File: src/rtl/pool_pkg.sv
// Shared types and helpers for the streaming 2x2 max-pool engine.
// - Default geometry localparams. The top overrides them with its own parameters.
// - elem_t: a wide container used by elem_max. Any DATA_W up to MAX_ELEM_W
//   is zero-extended into it.
// - elem_max: a signed or unsigned maximum of two w-bit elements.
package pool_pkg;
    localparam int DEF_DATA_W = 8;
    localparam int DEF_CH     = 1;
    localparam int DEF_IMG_W  = 8;
    localparam int DEF_IMG_H  = 8;
    localparam int LB_DEPTH   = DEF_IMG_W / 2;
    localparam int MAX_ELEM_W = 32;

    typedef logic [MAX_ELEM_W-1:0]        elem_t;
    typedef logic [DEF_CH*DEF_DATA_W-1:0] pixel_t;

    // Inputs are zero-extended w-bit values. Flipping the element's sign bit
    // turns a two's-complement order into an unsigned order. One comparator
    // therefore serves both modes. On a tie, a is returned, which equals b.
    function automatic elem_t elem_max(elem_t a, elem_t b, logic is_signed, int unsigned w);
        elem_t flip;
        flip = is_signed ? (elem_t'(1) << (w - 1)) : '0;
        return ((a ^ flip) >= (b ^ flip)) ? a : b;
    endfunction
endpackage

File: src/rtl/pool_line_buf.sv
// Half-width line buffer that holds the horizontal pair maxima of an even row.
// Ports:
//   clk      - clock
//   wr_en    - write strobe
//   wr_addr  - write index (col>>1)
//   wr_data  - pair maximum to store
//   rd_addr  - read index (col>>1)
//   rd_data  - combinational read data
// The storage has no reset. Every entry is rewritten in an even row before
// an odd row reads it.
module pool_line_buf #(
    parameter int W     = 8,
    parameter int DEPTH = 4,
    parameter int AW    = 2
) (
    input  logic          clk,
    input  logic          wr_en,
    input  logic [AW-1:0] wr_addr,
    input  logic [W-1:0]  wr_data,
    input  logic [AW-1:0] rd_addr,
    output logic [W-1:0]  rd_data
);
    logic [W-1:0] mem_q [DEPTH];

    always_ff @(posedge clk) begin
        if (wr_en) mem_q[wr_addr] <= wr_data;
    end

    assign rd_data = mem_q[rd_addr];
endmodule

File: src/rtl/max_pool_stream.sv
// Streaming 2x2, stride-2 max-pooling engine.
// - Pixels arrive in raster order. Each 2x2 window yields one pooled pixel.
// Ports:
//   clk, n_rst            - clock and asynchronous active-low reset
//   in_valid/in_ready     - input handshake
//   in_sof                - forces the accepted pixel to position (0,0)
//   in_data               - CH packed elements of DATA_W bits each
//   out_valid/out_ready   - output handshake, registered
//   out_data, out_last    - pooled pixel, and the flag for the last pixel of the frame
module max_pool_stream
    import pool_pkg::*;
#(
    parameter int DATA_W = DEF_DATA_W,
    parameter int CH     = DEF_CH,
    parameter int IMG_W  = DEF_IMG_W,
    parameter int IMG_H  = DEF_IMG_H,
    parameter int SIGNED = 0
) (
    input  logic                 clk,
    input  logic                 n_rst,
    input  logic                 in_valid,
    output logic                 in_ready,
    input  logic                 in_sof,
    input  logic [CH*DATA_W-1:0] in_data,
    output logic                 out_valid,
    input  logic                 out_ready,
    output logic [CH*DATA_W-1:0] out_data,
    output logic                 out_last
);
    localparam int PW  = CH * DATA_W;
    localparam int LBD = IMG_W / 2;
    localparam int CW  = (IMG_W > 2) ? $clog2(IMG_W) : 1;
    localparam int RW  = (IMG_H > 2) ? $clog2(IMG_H) : 1;
    localparam int AW  = (LBD > 1) ? $clog2(LBD) : 1;
    localparam logic [CW-1:0] COL_LAST = CW'(IMG_W - 1);
    localparam logic [RW-1:0] ROW_LAST = RW'(IMG_H - 1);

    logic          rdy_q;
    logic [CW-1:0] col_q, col_d, eff_col;
    logic [RW-1:0] row_q, row_d, eff_row;
    logic [PW-1:0] pair_q, pair_d, h_w, res_w, lb_rd;
    logic [PW-1:0] out_data_q, out_data_d;
    logic          out_valid_q, out_valid_d, out_last_q, out_last_d;
    logic          acc, lb_we;
    logic [AW-1:0] lb_addr;

    // rdy_q holds in_ready low while reset is asserted and releases it on
    // the first clock after reset. The output stage only accepts a new pixel
    // when its register is empty or is being drained in the same cycle.
    assign in_ready = rdy_q & (~out_valid_q | out_ready);
    assign acc      = in_valid & in_ready;

    // A start-of-frame pixel overrides the counters. The stale pair register
    // and line-buffer entries are overwritten before they are read again.
    assign eff_col = in_sof ? '0 : col_q;
    assign eff_row = in_sof ? '0 : row_q;
    assign lb_addr = AW'(eff_col >> 1);

    for (genvar c = 0; c < CH; c++) begin : g_ch
        assign h_w[c*DATA_W +: DATA_W] = DATA_W'(elem_max(
            elem_t'(pair_q[c*DATA_W +: DATA_W]), elem_t'(in_data[c*DATA_W +: DATA_W]),
            SIGNED != 0, DATA_W));
        assign res_w[c*DATA_W +: DATA_W] = DATA_W'(elem_max(
            elem_t'(lb_rd[c*DATA_W +: DATA_W]), elem_t'(h_w[c*DATA_W +: DATA_W]),
            SIGNED != 0, DATA_W));
    end

    pool_line_buf #(.W(PW), .DEPTH(LBD), .AW(AW)) u_lb (
        .clk     (clk),
        .wr_en   (lb_we),
        .wr_addr (lb_addr),
        .wr_data (h_w),
        .rd_addr (lb_addr),
        .rd_data (lb_rd)
    );

    always_comb begin
        col_d       = col_q;
        row_d       = row_q;
        pair_d      = pair_q;
        lb_we       = 1'b0;
        out_data_d  = out_data_q;
        out_last_d  = out_last_q;
        out_valid_d = out_valid_q & ~out_ready;
        if (acc) begin
            if (eff_col == COL_LAST) begin
                col_d = '0;
                row_d = (eff_row == ROW_LAST) ? '0 : eff_row + 1'b1;
            end else begin
                col_d = eff_col + 1'b1;
                row_d = eff_row;
            end
            if (!eff_col[0]) begin
                pair_d = in_data;
            end else if (!eff_row[0]) begin
                lb_we = 1'b1;
            end else begin
                // The fourth pixel of the window completes it. A load here
                // overrides any drain in the same cycle, so there is no bubble.
                out_valid_d = 1'b1;
                out_data_d  = res_w;
                out_last_d  = (eff_row == ROW_LAST) && (eff_col == COL_LAST);
            end
        end
    end

    always_ff @(posedge clk or negedge n_rst) begin
        if (!n_rst) begin
            rdy_q       <= 1'b0;
            col_q       <= '0;
            row_q       <= '0;
            pair_q      <= '0;
            out_valid_q <= 1'b0;
            out_data_q  <= '0;
            out_last_q  <= 1'b0;
        end else begin
            rdy_q       <= 1'b1;
            col_q       <= col_d;
            row_q       <= row_d;
            pair_q      <= pair_d;
            out_valid_q <= out_valid_d;
            out_data_q  <= out_data_d;
            out_last_q  <= out_last_d;
        end
    end

    assign out_valid = out_valid_q;
    assign out_data  = out_data_q;
    assign out_last  = out_last_q;
endmodule

File: config.mk
export PLATFORM = sky130hd
export DESIGN_NAME = max_pool_stream
export DESIGN_NICKNAME = d
export VERILOG_FILES = /design/src/rtl/pool_pkg.sv /design/src/rtl/pool_line_buf.sv /design/src/rtl/max_pool_stream.sv
export SDC_FILE = /design/constraint.sdc
export NUM_CORES = 1
export LEC_CHECK = 0
export BUFFER_PORTS_ARGS = -buffer_cell sky130_fd_sc_hd__clkbuf_2
export CORE_ASPECT_RATIO = 0.75
export CORE_MARGIN = 2
export CORE_UTILIZATION = 45
export DETAILED_ROUTE_END_ITERATION = 7
export PLACE_DENSITY = 0.73
export SYNTH_ARGS = -nofsm -noshare
export SYNTH_HDL_FRONTEND = slang
export SYNTH_SLANG_ARGS = --single-unit
File: constraint.sdc
create_clock -name clk -period 7 [get_ports clk]
set_input_delay 0.35 -clock clk [delete_from_list [all_inputs] [get_ports clk]]
set_output_delay 0.35 -clock clk [all_outputs]
set_load 0.02 [all_outputs]
==> results.py, run 1 <==
metrics = {
    "run": {
        "max_cap_viol_count": 0,
    },
    "routing": {
        "antenna_left": 0,
        "viasPerCell": 5.46,
        "dr.first_iter.drc_count": 93,
        "drcViolationCount": 0,
        "wl_per_cell_microns": 16.3,
        "dr.pass1.iters": 5,
        "vias": 1868,
        "wl_microns": 5590,
    },
    "sta": {
        "hold_viol": 0,
        "timing.fmax_mhz": 253,
        "slew_headroom": 0.119,
        "period_minus_slack_ns": 3.95,
        "skew_ns": 0.00726,
        "setup_viol": 0,
        "worst_slew_pin_slew_ns": 1.31,
        "timing.setup.tns_ns": 0,
        "setup_ws_ns": 3.05,
        "hold_ws_ns": 0.0327,
        "final_max_slew_viol_count": 0,
        "post-route-period-util": 0.565,
        "rsz0062_at_grt": "no",
    },
    "power_and_ir_drop": {
        "p_int_w": 0.000673,
        "power_w": 0.000955,
        "vdd_ir_drop_max_mv": 0.136,
        "sw_frac_of_total": 0.295,
        "clkPwrFrac": 0.322,
        "p_leak_nw": 1.42,
        "power_density_nw_per_um2": 296,
        "power.share.sequential": 0.443,
        "power_frac_comb": 0.235,
        "p_switching_w": 0.000282,
    },
    "place": {
        "hpwl_microns": 3950,
        "gp_congestion": 0.805,
        "io_buffers": 23,
        "dp_slack_ns": 3.01,
    },
    "yosys": {
        "post-synth-top-area-cell": "edfxtp_1",
        "netlist.area_leader.share": 0.338,
        "synth_cell_types": 38,
        "ys_seq_elements": 57,
        "syn_nets": 266,
        "syn_inst": 233,
        "synth_area_per_cell_sq_um": 12.2,
        "yosysWarnings": 0,
        "syn-cell-area_sq_um": 2850,
        "ys_seq_area_frac": 0.557,
        "synthTopCellsByArea": "edfxtp_1 34%, dfrtp_1 22%, ha_1 8.8%, mux2i_1 3.9%, mux2_2 3.6%",
    },
    "critical_path": {
        "startpoint_type": "flip-flop",
        "cpPeakStageDelay_ns": 0.55,
        "path_buf_inv": 1,
        "worstPathMaxFanout": 10,
        "reg2reg_from": "pair_q[0]",
        "reg2regPathDepth": 12,
        "r2r_end": "out_data[2]",
        "crit_cells": 12,
        "cpMaxStageDelayCell": "a21oi_1",
        "path_cells": "inv_1, ha_1, nand2b_4, a2111o_1, a211oi_4, mux2_2, ha_1, nor3b_1, o21ai_0, a21oi_1, nor3b_1, a221o_2",
        "regToRegSetupSlack_ns": 3.05,
        "worstPathRequired_ns": 7.21,
        "arrival_ns": 4.16,
        "critPathTopFamily": "compound AO/OA/AOI/OAI gates",
        "cp-end-kind": "flip-flop",
        "crit_type": "flip-flop to flip-flop",
    },
    "layout": {
        "mostFrequentLayoutCells": "32 x edfxtp_1, 25 x dfrtp_1, 23 x clkbuf_2",
        "final_common_cell": "edfxtp_1",
        "antenna_cells": 0,
        "syn_to_final_growth_pct": 13.3,
        "multiInputGateArea_sq_um": 1160,
        "nFillCells": 539,
        "regArea_sq_um": 1590,
        "drive_above_1_share": 0.207,
        "fin_nets": 289,
    },
    "cts": {
        "cts_tree": "yes",
        "clk_latency_ns": 0.33,
        "postCtsSetupRepairBufs": 0,
        "cts_resized": 0,
        "cts_sinks": 57,
        "cts_buffers": 9,
        "htreeDepth": 3,
        "holdBufCountCts": 0,
        "cts_root_buf": "clkbuf_8",
        "clk_pin_slew_worst_paths_ns": 0.06,
        "cts_buffer_depth": 2,
    },
    "global_routing": {
        "grt_max_degree": 26,
        "grt_util_all_layers": 0.181,
        "grt_pass1_vias": 1777,
        "grt_pass1_wl_microns": 9120,
        "antenna_found_initial": 0,
        "grt-ovfl-total": 0,
    },
    "floorplanning": {
        "core_sq_um": 6190,
        "io_pins": 24,
        "fp.dieW_microns": 95.8,
        "die_h_microns": 72.9,
        "start_util": 0.460,
        "die_area_sq_um": 6980,
        "num_rows": 25,
    },
    "outcome": {
        "status": "finished clean",
    },
    "min_path": {
        "min_path_type": "primary input to asynchronous set/reset pin",
    },
}
-- through the flow --
step	utilization	cell area [sq um]	cells
finish	0.521	3230	342
global route	0.521	3230	342
detailed placement	0.489	3030	326
CTS	0.521	3230	342
global placement	0.489	3030	326
floorplan	-	2850	233
-- worst max path at each step --
stage / startpoint / to / slack [ns]
3_3_place_gp: in_data[0] / out_data[3] / 3.22
5_1_grt: pair_q[0] / out_data[2] / 2.79
6_report: pair_q[0] / out_data[2] / 3.05
4_1_cts: pair_q[0] / out_data[2] / 3.06
3_5_place_dp: in_data[0] / out_data[2] / 3.01
2_1_floorplan: pair_q[0] / out_data[2] / 3.55
-- layout make-up --
cell class / count / share of cell area
Timing Repair Buffer: 23 / 0.0357
Inverter: 16 / 0.0186
Sequential cell: 57 / 0.492
Multi-Input combinational cell: 149 / 0.361
Clock buffer: 13 / 0.0493
Clock inverter: 3 / 0.0124
Tap cell: 81 / 0.0314
-- worst register-to-register path, stage by stage, from the launching register on --
cell	delay, ns
dfrtp_1	0.38
inv_1	0.06
ha_1	0.26
nand2b_4	0.13
a2111o_1	0.44
a211oi_4	0.51
mux2_2	0.45
ha_1	0.28
nor3b_1	0.16
o21ai_0	0.11
a21oi_1	0.55
nor3b_1	0.17
a221o_2	0.34
-- registers in the layout, summed over array words and instances (netlist names) --
| signal | cells |
|---|---|
| row_q | 3 |
| out_last | 1 |
| out_data | 8 |
| rdy_q | 1 |
| out_valid | 1 |
| u_lb.mem_q | 32 |
| pair_q | 8 |
| col_q | 3 |
-- power groups by stage --
stage                     clock [W]  combinational, W  sequential [W]
after floorplan                   0          0.000188        0.000407
after global placement            0          0.000218        0.000428
after detailed placement          0          0.000224        0.000429
after CTS                  0.000313          0.000225        0.000423
after global routing       0.000328          0.000253        0.000427
final                      0.000308          0.000224        0.000423
-- cell usage after synthesis, drive strengths merged --
master and n:
ha 20, a21oi 8, a22o 1, o22a 5, nor2 7, conb 1, dfrtp 25, nor3 3
nor4b 1, or2 1, a2bb2oi 5, and3 3, a21o 2, nand3b 3, and2 3, a211oi 5
a32o 2, nand3 2, nand2b 4, nand2 17, o211ai 3, clkbuf 8, a2111o 1, edfxtp 32
mux2i 11, inv 16, buf 3, mux2 9, nor3b 5, nand4 2, o21ai 13, nor2b 6
a211o 1, o21a 1, a221o 4
-- logic make-up after synthesis --
group / Yosys count / synth area share
compound gates: 51 / 0.134
fa+ha+maj: 20 / 0.0879
buf+inv: 27 / 0.0360
flops: 57 / 0.557
mux: 20 / 0.0743
other cells: 1 / 0.00132
simple gates: 57 / 0.109
-- routing by layer --
metal	wire length (microns)	part of all wire	up-vias	GRT usage
li1	-	-	910	-
met1	2780	0.50	918	0.257
met2	2490	0.45	38	0.261
met3	277	0.050	2	0.0527
met4	33	0.0059	0	0.0762
met5	0	0	-	0
Note: power is estimated with default switching activity, not from simulation.
==> run 2: changes to the inputs <==
--- a/config.mk
+++ b/config.mk
@@ -10,7 +10,7 @@
 export CORE_MARGIN = 2
 export CORE_UTILIZATION = 45
 export DETAILED_ROUTE_END_ITERATION = 7
-export PLACE_DENSITY = 0.73
+export PLACE_DENSITY = 0.75
 export SYNTH_ARGS = -nofsm -noshare
 export SYNTH_HDL_FRONTEND = slang
 export SYNTH_SLANG_ARGS = --single-unit
==> constraint.sdc (replaced) <==
create_clock -name clk -period 3.19 [get_ports clk]
set_input_delay 0.1595 -clock clk [delete_from_list [all_inputs] [get_ports clk]]
set_output_delay 0.1595 -clock clk [all_outputs]
set_load 0.02 [all_outputs]
==> run 2 against run 1 <==
  * Wire length grew 9.5%
  * Utilization grew 4.8 points
  * Critical endpoint is now out_data[4]
  * Via count grew 3.8%
  * Sequential share of layout area shrank 4.1 points
  * Clock skew is essentially flat
  * Combinational power grew to 3.2 times the previous value
  * Cell area grew 9.2%
  * Largest cell class unchanged
  * The flow now finishes with violations (setup timing)
==> results.py, run 2 (synthesized netlist as in run 1, its figures left out) <==
metrics = {
    "outcome": {
        "status": "finished with violations",
        "violations": "setup timing",
    },
    "routing": {
        "dr.first_iter.drc_count": 157,
        "vias": 1939,
        "wl_per_cell_microns": 16.9,
        "antenna_left": 0,
        "drcViolationCount": 0,
        "dr.pass1.iters": 4,
        "viasPerCell": 5.37,
        "wl_microns": 6110,
    },
    "power_and_ir_drop": {
        "clkPwrFrac": 0.327,
        "sw_frac_of_total": 0.289,
        "vdd_ir_drop_max_mv": 0.353,
        "power_density_nw_per_um2": 690,
        "power.share.sequential": 0.378,
        "p_leak_nw": 1.55,
        "p_switching_w": 0.000701,
        "p_int_w": 0.00173,
        "power_w": 0.00243,
        "power_frac_comb": 0.295,
    },
    "sta": {
        "post-route-period-util": 1.02,
        "skew_ns": 0.00737,
        "setup_viol": 5,
        "rsz0062_at_grt": "yes",
        "hold_ws_ns": 0.103,
        "period_minus_slack_ns": 3.27,
        "timing.fmax_mhz": 306,
        "worst_slew_pin_slew_ns": 1.19,
        "setup_ws_ns": -0.0773,
        "slew_headroom": 0.198,
        "hold_viol": 0,
        "final_max_slew_viol_count": 0,
    },
    "cts": {
        "clk_pin_slew_worst_paths_ns": 0.07,
        "cts_buffer_depth": 2,
        "cts_sinks": 57,
        "cts_tree": "yes",
        "cts_buffers": 9,
        "clk_latency_ns": 0.34,
        "htreeDepth": 3,
        "cts_root_buf": "clkbuf_8",
    },
    "global_routing": {
        "grt_util_all_layers": 0.194,
        "grt_pass1_vias": 1959,
        "antenna_found_initial": 0,
        "grt_pass1_wl_microns": 9920,
        "met3_usage": 0.0651,
        "grt-ovfl-total": 0,
        "grt_max_degree": 26,
        "top_usage_layer": "met1",
        "grt_use_met1": 0.281,
        "grt_util_met2": 0.278,
    },
    "critical_path": {
        "startpoint_type": "flip-flop",
        "arrival_ns": 3.49,
        "worstPathRequired_ns": 3.41,
        "worstPathMaxFanout": 8,
        "cpPeakStageDelay_ns": 0.39,
        "path_cells": "inv_1, ha_1, nand2b_4, a2111o_1, a211oi_4, buf_12, mux2_4, ha_4, nor3b_4, o21ai_2, a21oi_2, buf_4, nor3b_1, a221o_2",
        "cp-end-kind": "flip-flop",
        "critPathTopFamily": "compound AO/OA/AOI/OAI gates",
        "crit_type": "flip-flop to flip-flop",
        "path_buf_inv": 3,
        "cpMaxStageDelayCell": "a2111o_1",
    },
    "layout": {
        "antenna_cells": 0,
        "finish.utilization": 0.568,
        "fin_nets": 308,
        "drive_above_1_share": 0.307,
        "largest_reg_flops": 32,
        "final_common_cell": "edfxtp_1",
        "top_register": "u_lb.mem_q",
        "mostFrequentLayoutCells": "32 x edfxtp_1, 25 x dfrtp_1, 23 x clkbuf_2",
        "syn_to_final_growth_pct": 23.7,
    },
    "place": {
        "dp_slack_ns": -0.121,
        "io_buffers": 23,
        "hpwl_microns": 4340,
        "gp_congestion": 0.821,
    },
    "floorplanning": {
        "num_rows": 25,
        "core_sq_um": 6190,
        "io_pins": 24,
        "start_util": 0.460,
        "die_area_sq_um": 6980,
        "die_h_microns": 72.9,
        "fp.dieW_microns": 95.8,
    },
    "min_path": {
        "min_path_type": "primary input to flip-flop",
    },
    "run": {
        "max_cap_viol_count": 0,
    },
}
[run 2: changes by cell type in the layout (fill, tap and decap cells not counted), sizes merged]
cell         delta
buf            +18
clkbuf          -3
bufinv          +2
clkinvlp        +1
dlygate4sd3     +1
[run 2: per-layer routing]
metal  wire, microns  vias to the layer above
li1                -                      944
met1            2990                      948
met2            2780                       45
met3             325                        2
met4              25                        0
met5               0                        -
[run 2: what timing repair did]
| item | 4_1_cts | 5_1_grt |
|---|---|---|
| pin swaps | 1 | 0 |
| buffers inserted | 0 | 1 |
| hold buffers | 1 | 0 |
| endpoints found under the hold margin | 25 | 0 |
| setup endpoints to repair | 6 | 8 |
| gates resized for setup | 2 | 12 |
[run 2: path summary, 6_finish.rpt]
kind	start	endpoint	slack [ns]	cells past startpoint
worst max-delay path	pair_q[0]	out_data[4]	-0.08	14
worst min-delay path	in_data[2]	pair_q[2]	0.10	3
worst max register to register	pair_q[0]	out_data[4]	-0.08	14
worst min register to register	out_last	out_last	0.48	2
max in group asynchronous	n_rst	out_data[0]	2.38	2
min in group asynchronous	n_rst	out_last	0.38	2
[run 2: stage by stage]
stage	TNS [ns]	instances	cell area, sq um
5_1_grt	-1.29	361	3520
4_1_cts	-0.162	360	3460
3_3_place_gp	-0.266	343	3210
6_report	-0.329	361	3520
3_5_place_dp	-0.547	343	3210
2_1_floorplan	-0.137	233	2890
[run 2: cell type report]
type | count | area [sq um]
Clock buffer | 10 | 128
Clock inverter | 6 | 106
Fill cell | 509 | 2670
Inverter | 16 | 60.1
Multi-Input combinational cell | 149 | 1260
Sequential cell | 57 | 1590
Tap cell | 81 | 101
Timing Repair Buffer | 42 | 277
[run 2: power groups by stage]
stage,logic [W],registers (W),clock network (W)
2_1_floorplan,0.000445,0.000894,0
3_3_place_gp,0.000620,0.000925,0
3_5_place_dp,0.000639,0.000927,0
4_1_cts,0.000653,0.000914,0.000808
5_1_grt,0.000792,0.000926,0.000844
6_report,0.000716,0.000917,0.000795
[run 2: worst min-delay path: stages]
cell	delay, ns
clkbuf_2	0.09
inv_1	0.06
o21ai_0	0.08
==> run 3: changes to the inputs <==
--- a/config.mk
+++ b/config.mk
@@ -6,6 +6,7 @@
 export NUM_CORES = 1
 export LEC_CHECK = 0
 export BUFFER_PORTS_ARGS = -buffer_cell sky130_fd_sc_hd__clkbuf_2
+export CAP_MARGIN = 10
 export CORE_ASPECT_RATIO = 0.75
 export CORE_MARGIN = 2
 export CORE_UTILIZATION = 45
==> constraint.sdc (replaced) <==
create_clock -name clk -period 2.8 [get_ports clk]
set_input_delay 0.14 -clock clk [delete_from_list [all_inputs] [get_ports clk]]
set_output_delay 0.14 -clock clk [all_outputs]
set_load 0.02 [all_outputs]
==> run 3 against run 2 <==
  * The flow still finishes with violations (setup timing)
  * Non-clock buffer count is 19 higher
  * Cell count up 5.3%
  * Sequential power up 12%
  * Cell area increased by 2.6%
  * Hold slack worse by 0.0079 ns
  * Combinational power is 28% higher
  * Critical path depth stayed put
  * Wire length rose by 3.0%
  * Sequential share of layout area shrank 1.1 points
  * Utilization grew 1.5 points
  * Sequential cell count unchanged
  * Global-route usage increased by 0.71 points
==> results.py, run 3 (synthesized netlist as in run 1, its figures left out) <==
metrics = {
    "layout": {
        "antenna_cells": 0,
        "regArea_sq_um": 1590,
        "layout.cells.non_filler": 380,
        "multiInputGateArea_sq_um": 1260,
        "finish.utilization": 0.583,
        "syn_to_final_growth_pct": 26.9,
        "mostFrequentLayoutCells": "35 x buf_4, 32 x edfxtp_1, 25 x dfrtp_1",
        "top_register": "u_lb.mem_q",
        "fin_nets": 327,
        "nFillCells": 500,
        "largest_reg_flops": 32,
        "final_common_cell": "buf_4",
        "drive_above_1_share": 0.365,
    },
    "place": {
        "gp_congestion": 0.809,
        "dp_cells": 360,
        "io_buffers": 23,
        "hpwl_microns": 4560,
    },
    "min_path": {
        "hold_start": "in_data[5]",
        "min_path_cells": 3,
        "min_path_type": "primary input to flip-flop",
        "hold_end": "pair_q[5]",
    },
    "power_and_ir_drop": {
        "power_density_nw_per_um2": 728,
        "power_w": 0.00263,
        "vdd_ir_drop_max_mv": 0.336,
        "p_leak_nw": 1.64,
    },
    "critical_path": {
        "cpMaxStageDelayCell": "a2111o_1",
        "startpoint_type": "flip-flop",
        "worstPathMaxFanout": 8,
        "reg2reg_from": "pair_q[0]",
        "worstPathRequired_ns": 3.01,
        "regToRegSetupSlack_ns": -0.47,
        "reg2regPathDepth": 14,
        "cpPeakStageDelay_ns": 0.40,
        "r2r_end": "out_data[2]",
        "arrival_ns": 3.48,
        "cp-end-kind": "flip-flop",
        "path_cells": "inv_1, ha_1, nand2b_4, a2111o_1, a211oi_4, buf_12, mux2_4, ha_4, nor3b_2, o21ai_2, a21oi_2, buf_6, and2_4, a221o_2",
        "crit_type": "flip-flop to flip-flop",
    },
    "floorplanning": {
        "core_sq_um": 6190,
        "fp.dieW_microns": 95.8,
        "die_h_microns": 72.9,
        "num_rows": 25,
        "io_pins": 24,
        "start_util": 0.460,
        "die_area_sq_um": 6980,
    },
    "routing": {
        "drcViolationCount": 0,
        "dr_wl_met3_microns": 313,
        "dr.pass1.iters": 4,
        "wl_microns": 6300,
        "met2_length_microns": 2940,
        "routed.top_layer": "met4",
        "wl_met1_microns": 2970,
        "antenna_left": 0,
        "viasPerCell": 5.29,
        "vias": 2012,
        "wl_per_cell_microns": 16.6,
        "dr.first_iter.drc_count": 96,
    },
    "sta": {
        "rsz0062_at_grt": "yes",
        "hold_ws_ns": 0.0953,
        "final_max_slew_viol_count": 0,
        "period_minus_slack_ns": 3.27,
        "skew_ns": 0.00785,
        "worst_slew_pin_slew_ns": 0.649,
        "post-route-period-util": 1.17,
        "slew_headroom": 0.568,
        "setup_viol": 8,
        "timing.fmax_mhz": 306,
        "hold_viol": 0,
        "setup_ws_ns": -0.465,
    },
    "cts": {
        "cts_sinks": 57,
        "clk_pin_slew_worst_paths_ns": 0.07,
        "cts_buffer_depth": 2,
        "cts_tree": "yes",
        "cts_root_buf": "clkbuf_8",
        "htreeDepth": 3,
        "clk_latency_ns": 0.33,
        "cts_buffers": 9,
    },
    "global_routing": {
        "grt_pass1_vias": 2117,
        "grt-ovfl-total": 0,
        "grt_max_degree": 26,
        "grt_util_all_layers": 0.201,
        "grt_pass1_wl_microns": 10300,
        "antenna_found_initial": 0,
    },
    "outcome": {
        "violations": "setup timing",
        "status": "finished with violations",
    },
    "run": {
        "max_cap_viol_count": 0,
    },
}
==> run 3: cell count changes in the layout (fill, tap and decap cells not counted), moves of 2 or more <==
| cell | before | now |
|---|---|---|
| buf_4 | 16 | 35 |
| bufinv_16 | 3 | 0 |
| clkinv_2 | 1 | 4 |
| inv_1 | 16 | 14 |
| inv_2 | 0 | 2 |
| nand2_1 | 16 | 14 |
==> run 3: critical path, delay by kind of cell (launching register included) <==
family / cells / cell delay (ns)
AOI/OAI and AO/OA: 5 / 1.24
adders and majority gates: 2 / 0.53
buffers and inverters: 3 / 0.36
DFF: 1 / 0.35
muxes: 1 / 0.33
and+or+nand+nor: 3 / 0.33
==> run 3: report_power, final <==
part | leakage, nW | internal [W] | total [W] | switching (W)
sequential | 0.617 | 0.000971 | 0.00103 | 0.0000561
combinational | 0.924 | 0.000462 | 0.000914 | 0.000452
clock | 0.0980 | 0.000370 | 0.000690 | 0.000321
==> run 3: final cells by class <==
type,count,area share
clock inverters,5,0.00797
multi-input cells,149,0.350
flip-flops and latches,57,0.439
inverters,16,0.0166
well taps,81,0.0281
repair buffers,61,0.116
clock buffers,11,0.0423
==> run 3: how the worst max path moves through the flow <==
| stage | endpoint | depth (start not counted) | start | slack (ns) |
|---|---|---|---|---|
| 3_5_place_dp | out_data[7] | 14 | pair_q[0] | -0.51 |
| 4_1_cts | out_data[2] | 14 | pair_q[0] | -0.47 |
| 6_report | out_data[2] | 14 | pair_q[0] | -0.47 |
| 5_1_grt | out_data[2] | 14 | pair_q[0] | -0.59 |
| 3_3_place_gp | out_data[2] | 13 | pair_q[0] | -0.41 |
| 2_1_floorplan | out_data[2] | 12 | pair_q[0] | -0.42 |
==> run 3: what timing repair did <==
item,4_1_cts,5_1_grt
buffers inserted,2,1
cloned,0,0
setup endpoints to repair,8,8
hold endpoints to repair,25,0
gates resized for setup,4,14
hold buffers,1,0
pin swaps,4,7
==> run 3: metal layers <==
layer / global-route usage / up-vias
met3: 0.0640 / 10
met2: 0.315 / 50
met1: 0.269 / 969
met5: 0 / -
met4: 0.0635 / 0
li1: - / 983
==> run 3: per-stage QoR <==
stage / cell area [sq um] / worst slack, ns / setup TNS (ns)
floorplan: 2890 / -0.422 / -2.91
global placement: 3340 / -0.411 / -3.16
detailed placement: 3340 / -0.506 / -3.81
CTS: 3560 / -0.467 / -3.34
global route: 3610 / -0.589 / -4.47
finish: 3610 / -0.465 / -3.49
